### src/rtl/arb3_pkg.sv
// ---------------------------------------------------------------------------
// arb3_pkg : shared types and helpers for the 3-way round-robin arbiter
// Rev 1.0
// ---------------------------------------------------------------------------
`default_nettype none

package arb3_pkg;

  localparam int NUM_REQ = 3;

  typedef enum logic [1:0] {
    IDLE    = 2'd0,
    GRANT   = 2'd1,
    RELEASE = 2'd2
  } state_t;

  typedef logic [1:0] id_t;

  function automatic id_t next_idx(input id_t i);
    return (i == 2'd2) ? 2'd0 : id_t'(i + 2'd1);
  endfunction

endpackage

`default_nettype wire

### src/rtl/rr_pick3.sv
// ---------------------------------------------------------------------------
// rr_pick3 : combinational round-robin pick over three request lines
// Rev 1.0
// ---------------------------------------------------------------------------
`default_nettype none

module rr_pick3
  import arb3_pkg::*;
(
  input  logic [NUM_REQ-1:0] req_i,
  input  id_t                last_owner_i,
  output logic               found_o,
  output id_t                winner_o
);

  id_t cand0;
  id_t cand1;
  id_t cand2;

  // The previous owner is searched last, so it only wins when nobody else asks.
  assign cand0 = next_idx(last_owner_i);
  assign cand1 = next_idx(cand0);
  assign cand2 = next_idx(cand1);

  always_comb begin
    found_o  = 1'b0;
    winner_o = cand0;
    if (req_i[cand0]) begin
      found_o  = 1'b1;
      winner_o = cand0;
    end else if (req_i[cand1]) begin
      found_o  = 1'b1;
      winner_o = cand1;
    end else if (req_i[cand2]) begin
      found_o  = 1'b1;
      winner_o = cand2;
    end
  end

endmodule

`default_nettype wire

### src/rtl/rr_arbiter_3.sv
// ---------------------------------------------------------------------------
// rr_arbiter_3 : 3-requester round-robin arbiter with hold limit and dead cycle
// Rev 1.0
// ---------------------------------------------------------------------------
`default_nettype none

module rr_arbiter_3
  import arb3_pkg::*;
#(
  parameter int MAX_HOLD = 8
) (
  input  logic               clk,
  input  logic               rst_n,
  input  logic [NUM_REQ-1:0] req,
  output logic [NUM_REQ-1:0] gnt,
  output logic [1:0]         gnt_id,
  output logic               busy,
  output logic               any_req,
  output logic               expired
);

  localparam int                CNT_W     = (MAX_HOLD > 1) ? $clog2(MAX_HOLD) : 1;
  localparam logic [CNT_W-1:0]  HOLD_LAST = CNT_W'(MAX_HOLD - 1);

  state_t             state_q, state_d;
  id_t                owner_q, owner_d;
  id_t                last_q, last_d;
  logic [CNT_W-1:0]   cnt_q, cnt_d;
  logic [NUM_REQ-1:0] gnt_q, gnt_d;
  id_t                gnt_id_q, gnt_id_d;
  logic               busy_q, busy_d;
  logic               expired_q, expired_d;

  logic               pick_found;
  id_t                pick_id;

  rr_pick3 u_pick (
    .req_i        (req),
    .last_owner_i (last_q),
    .found_o      (pick_found),
    .winner_o     (pick_id)
  );

  always_comb begin
    state_d   = state_q;
    owner_d   = owner_q;
    last_d    = last_q;
    cnt_d     = cnt_q;
    expired_d = 1'b0;

    case (state_q)
      IDLE, RELEASE: begin
        if (pick_found) begin
          state_d = GRANT;
          owner_d = pick_id;
          cnt_d   = '0;
        end else begin
          state_d = IDLE;
        end
      end
      GRANT: begin
        cnt_d = cnt_q + 1'b1;
        // A dropped request takes precedence over the hold limit, so no pulse then.
        if (!req[owner_q]) begin
          state_d = RELEASE;
          last_d  = owner_q;
        end else if (cnt_q == HOLD_LAST) begin
          state_d   = RELEASE;
          last_d    = owner_q;
          expired_d = 1'b1;
        end
      end
      default: state_d = IDLE;
    endcase

    gnt_d    = '0;
    gnt_id_d = '0;
    busy_d   = 1'b0;
    if (state_d == GRANT) begin
      gnt_d    = NUM_REQ'(1) << owner_d;
      gnt_id_d = owner_d;
      busy_d   = 1'b1;
    end
  end

  always_ff @(posedge clk or negedge rst_n) begin
    if (!rst_n) begin
      state_q   <= IDLE;
      owner_q   <= 2'd0;
      last_q    <= 2'd2;
      cnt_q     <= '0;
      gnt_q     <= '0;
      gnt_id_q  <= 2'd0;
      busy_q    <= 1'b0;
      expired_q <= 1'b0;
    end else begin
      state_q   <= state_d;
      owner_q   <= owner_d;
      last_q    <= last_d;
      cnt_q     <= cnt_d;
      gnt_q     <= gnt_d;
      gnt_id_q  <= gnt_id_d;
      busy_q    <= busy_d;
      expired_q <= expired_d;
    end
  end

  assign gnt     = gnt_q;
  assign gnt_id  = gnt_id_q;
  assign busy    = busy_q;
  assign expired = expired_q;
  assign any_req = |req;

endmodule

`default_nettype wire

### config.mk
export PLATFORM = sky130hd
export DESIGN_NAME = rr_arbiter_3
export DESIGN_NICKNAME = d
export VERILOG_FILES = /design/src/rtl/arb3_pkg.sv /design/src/rtl/rr_pick3.sv /design/src/rtl/rr_arbiter_3.sv
export SDC_FILE = /design/constraint.sdc
export NUM_CORES = 1
export LEC_CHECK = 0
export BUFFER_PORTS_ARGS = -buffer_cell sky130_fd_sc_hd__clkbuf_2
export CORE_UTILIZATION = 40
export CTS_BUF_LIST = sky130_fd_sc_hd__clkbuf_8
export DETAILED_ROUTE_END_ITERATION = 8
export PLACE_DENSITY = 0.6
export SYNTH_ARGS = -nofsm -noshare
export SYNTH_HDL_FRONTEND = slang
export SYNTH_SLANG_ARGS = --single-unit
### constraint.sdc
create_clock -name clk -period 1.5 [get_ports clk]
set_input_delay 0.15 -clock clk [delete_from_list [all_inputs] [get_ports clk]]
set_output_delay 0.15 -clock clk [all_outputs]
set_load 0.02 [all_outputs]
==> Yosys cells after proc, flatten, opt, wreduce, memory -nomap -nowiden <==
Cells that the tools add are included.
{ "totals": {"ff_bits": 16, "latchBits": 0, "mem_bits_rw": 0, "rom_bits": 0, "inputBits": 5, "out_inout_bits": 8, "n_memories": 0} }
{ "op_classes": {"addsub": 4, "n_mul": 0, "div_mod_pow": 0, "n_lt_le_gt_ge": 4, "eq_ne": 9, "n_shift": 1, "muxes": 33, "bitwise_logic": 0, "n_reduce_logical": 6} }
{ "op_table": {"columns": ["operator", "count"], "rows": [
  ["2-to-1 mux 2 bit", 13],
  ["< comparator 2 x 3 -> 1 bit, second input constant", 4],
  ["2-to-1 mux 1 bit", 12],
  ["binary-select mux 1 bit (select 2 bit)", 4],
  ["== test 2 bit, second input constant", 4],
  ["adder 2 x 1 -> 2 bit, second input constant", 3],
  ["2-to-1 mux 3 bit", 2],
  ["case mux 3 bit (2 select lines)", 1],
  ["== test 2 x 1 -> 1 bit, second input constant", 2],
  ["case mux 2 bit (2 select lines)", 1],
  ["AND reduction 2 bit", 2],
  ["adder 3 x 1 -> 3 bit, second input constant", 1],
  ["== test 3 bit, second input constant", 1],
  ["OR reduction 3 bit", 1],
  ["left shift 1 x 2 -> 3 bit, first input constant", 1],
  ["logical NOT 2 bit", 1],
  ["!= test 2 x 1 -> 1 bit, second input constant", 1],
  ["!= test 2 bit, second input constant", 1],
  ["nonzero test 2 bit", 1],
  ["OR reduction 2 bit", 1]
]} }

==> Longest topological paths before layout <==
{ "depth": {"depth_word": 15, "mapped_depth": 6} }

==> By module <==
A second synthesis with hierarchy kept.
{ "unflattened": {"cells_unflattened": 75, "hier_area_um2": 785.8} }
{ "by_module_without_submodules": {"columns": ["mod", "n_inst", "cells_per_inst", "area_each_um2", "seq_area_each_um2"], "rows": [
  ["rr_arbiter_3", 1, 64, 710.7, 401.6],
  ["rr_pick3", 1, 11, 75.1, 0.0]
]} }

==> Worst setup path after synthesis <==
Ideal clock, no wire load.
{ "synth_path": {"path_type": "register to register", "from": "register cnt_q[0]", "to": "register last_q[0]", "setup_ps": 125, "t_arrival_ps": 1425, "t_required_ps": 1375, "slack_ps": -50, "stages_incl_launch_ff": 6, "n_path_buf": 0, "synth_period_minus_slack_ps": 1550, "cell_sequence": "dfrtp_1 > ha_1 > ha_1 > nor3_2 > nor2_4 > mux2_4"} }
{ "synth_via": {"elab_chain_len": 3} }
{ "synth_lines": {"columns": ["element", "line_no", "rtl"], "rows": [
  ["start, declared", "rr_arbiter_3.sv:28", "logic [CNT_W-1:0] cnt_q, cnt_d;"],
  ["start signal, assigned", "rr_arbiter_3.sv:100", "cnt_q <= cnt_d;"],
  ["== test 3 bit", "rr_arbiter_3.sv:67", "end else if (cnt_q == HOLD_LAST) begin"],
  ["!= test 2 x 1 -> 1 bit (no source line)", null, null],
  ["AND reduction 2 bit (no source line)", null, null],
  ["end signal, assigned", "rr_arbiter_3.sv:99", "last_q <= last_d;"],
  ["end, declared", "rr_arbiter_3.sv:27", "id_t last_q, last_d;"]
]} }
No other way between the ends.
A chain may end at the register's enable or synchronous reset.

==> Worst setup path in the final report <==
{ "layout_path": {"from": "register cnt_q[1]", "to": "register last_q[0]"} }
Same word-level chain as after synthesis.

==> summary.txt <==
Clock tree
  – Root Driver: clkbuf_8
  – Worst-Skew Late Latency: 0.24 ns
  – Number of CTS-inserted buffers: 3
  – Clock slew at reported path FFs: 0.06 ns
  – H-tree Lvls: 1
  – Clock sink count: 16
  – Max Root-Sink Buffers: 2
  – CTS tree: done

Run
  – Max Cap Violations: 0

Yosys
  – Post-Syn Area: 758.2 um2
  – Flops & latches, synth: 16
  – Count leader, synth: dfrtp_1
  – Per-instance average area after synthesis: 12.23 um2
  – Area share of the largest cell type after synthesis: 49.50%
  – Netlist cell types: 29
  – Ranking of synthesized cells by area: dfrtp_1 (50%), mux2_4 (4.0%), nor2b_4 (3.6%), dfstp_2 (3.5%), nand2_1 (3.5%)
  – Post-synth ARST share: 100.0%
  – Seq/Total Area, Yosys: 52.97%
  – YS warnings: 0
  – EDFF count, synth: 0
  – Top cell type by total area after synthesis: dfrtp_1
  – Post-synth top cells: dfrtp_1 (15), nand2_1 (7), and2_1 (4), o21ai_1 (4), inv_1 (3)
  – Cells after synthesis: 62
  – Post-Syn Nets: 69
  – Main synth FF type: dfrtp_1

Detailed routing
  – DRC violations left: 0
  – Routed vias: 490
  – Drt initial violations: 4
  – ANT nets after route: 0
  – Vias/cell: 4.537
  – TritonRoute pass-1 iters: 3
  – DR WL/cell: 12.22 um
  – DRT Wirelength: 1320 um

Critical path
  – Worst path max stage delay: 0.39 ns
  – R2R Path Start: cnt_q[1]
  – Critical path's slowest cell: dfrtp_1
  – Crit end category: flop
  – CP bufs+invs: 0
  – Critical path startpoint: cnt_q[1]
  – Crit path cell chain: ha_1 > ha_2 > o21ai_2 > nor2_4 > mux2_4
  – Delay-heaviest family, CP: adder cells
  – FF-to-FF path depth: 5
  – CP Max Fanout: 4
  – Register-to-Register Setup Slack: 0.05 ns
  – Crit path DAT: 1.58 ns
  – CP Launch Type: flop
  – Crit Path Category: reg2reg
  – CP Data Required Time: 1.63 ns
  – Worst r2r dst: last_q[0]

Place
  – Area after DPL: 870.8 um2
  – GPL Wtd Cong: 0.7195
  – Pre-CTS setup slack: 0.01192 ns
  – PortBufs: 12
  – DP Cell Count: 102
  – DPL Wire Length: 966 um

Min path
  – Worst hold path class: in2async

Timing
  – Final TNS setup: 0 ns
  – Final Slew Violations: 0
  – Final period utilization: 96.47%
  – Min Tclk post-route: 1.447 ns
  – Final setup vio count: 0
  – Final WS setup: 0.05297 ns
  – Max Clock Skew: 0.003900 ns
  – WHS: 0.3570 ns
  – Fin. Hold Viols: 0
  – Slew @ Worst Pin: 0.3827 ns
  – F_max: 691.1 MHz
  – Slew HR: 74.48%

Layout
  – P&R area growth vs syn: 26.90%
  – Layout Nets: 91
  – Share of post-route cells with drive strength above 1: 45.78%
  – Area of the multi-input gates: 351.6 um2
  – Reg area: 401.6 um2
  – Filler cell count: 164
  – Post-route cell area: 962.2 um2
  – Non-Filler Instances: 108
  – Antenna Diode Count: 0

Floorplan
  – Core ar.: 1745 um2
  – Num rows: 15
  – Starting Density: 43.44%
  – Chip height: 45.54 um
  – DIE WIDTH: 45.54 um
  – Top-Level Pins: 13
  – Die area: 2074 um2

Status
  – Status: complete, no violations

Global route
  – First-pass GRT wire length: 2049 um
  – Largest net degree at the start of global routing: 17
  – Vias in the first global route: 429
  – Gr ovfl total: 0
  – Initial antenna violation count: 0
  – Gr usage total: 15.17%

Pwr
  – Static Leakage: 0.4560 nW
  – Worst ir drop on vdd: 0.9155 mV
  – Power Dens Cells: 2144 nW/um2
cell usage in the layout, fill, tap and decap left out, drive strengths merged, types with 2 or more instances in the layout:
| cell | netlist | final |
|---|---|---|
| clkbuf | 0 | 16 |
| dfrtp | 15 | 15 |
| nand2 | 7 | 7 |
| buf | 1 | 5 |
| o21ai | 5 | 5 |
| and2 | 4 | 4 |
| inv | 4 | 4 |
| mux2 | 4 | 4 |
| nor2b | 3 | 3 |
| nor3 | 3 | 3 |
| nor2 | 3 | 3 |
| a21oi | 2 | 2 |
| ha | 2 | 2 |
area by class of cell:
type | instances | area share [%]
inverters | 4 | 1.560
repair buffers | 18 | 11.18
clock buffers | 4 | 5.722
well taps | 25 | 3.251
multi-input cells | 41 | 36.54
flip-flops and latches | 16 | 41.74
how the worst max path moves through the flow:
stage	endpoint	cells past startpoint
3_5_place_dp	last_q[0]	5
6_report	last_q[0]	5
4_1_cts	last_q[0]	5
5_1_grt	gnt_id[0]	5
3_3_place_gp	last_q[0]	5
2_1_floorplan	last_q[0]	5
flip-flops by register name, summed over array words and instances, names as in the netlist:
| signal | flops |
|---|---|
| last_q | 2 |
| state_q | 2 |
| expired | 1 |
| gnt_id | 2 |
| cnt_q | 3 |
| owner_q | 2 |
| busy | 1 |
| gnt | 3 |
kinds of logic (layout without fill, tap and decap cells):
group	Yosys count	count (layout)	share of synthesized area (%)
simple gates	23	23	21.62
flops	16	16	52.97
compound gates	10	10	9.241
mux	5	5	8.251
buf+inv	5	26	3.465
fa+ha+maj	2	2	3.300
xor+xnor	1	1	1.155
stage by stage:
step,power (mW),utilization [%]
global placement,1.632,49.89
floorplan,1.413,-
finish,2.063,55.13
CTS,2.053,53.98
detailed placement,1.648,49.89
global route,2.219,55.13
layer usage:
layer | wire (um) | track usage, % | vias up
met5 | 0 | 0 | -
met3 | 42 | 4.762 | 2
met1 | 635 | 23.02 | 231
li1 | - | - | 250
met2 | 631 | 19.14 | 7
met4 | 10 | 7.273 | 0
what timing repair did:
action | CTS | global route
gates resized for setup | 1 | 2
hold endpoints to repair | 15 | 0
hold buffers | 1 | 0
buffers inserted | 0 | 1
setup endpoints to repair | 1 | 7
pin swaps | 0 | 2
power breakdown:
part / switching, mW / leakage [nW] / internal, mW
clock: 0.138 / 0.0288 / 0.232
sequential: 0.159 / 0.200 / 0.621
combinational: 0.433 / 0.227 / 0.478
(Power assumes the default switching activity.)
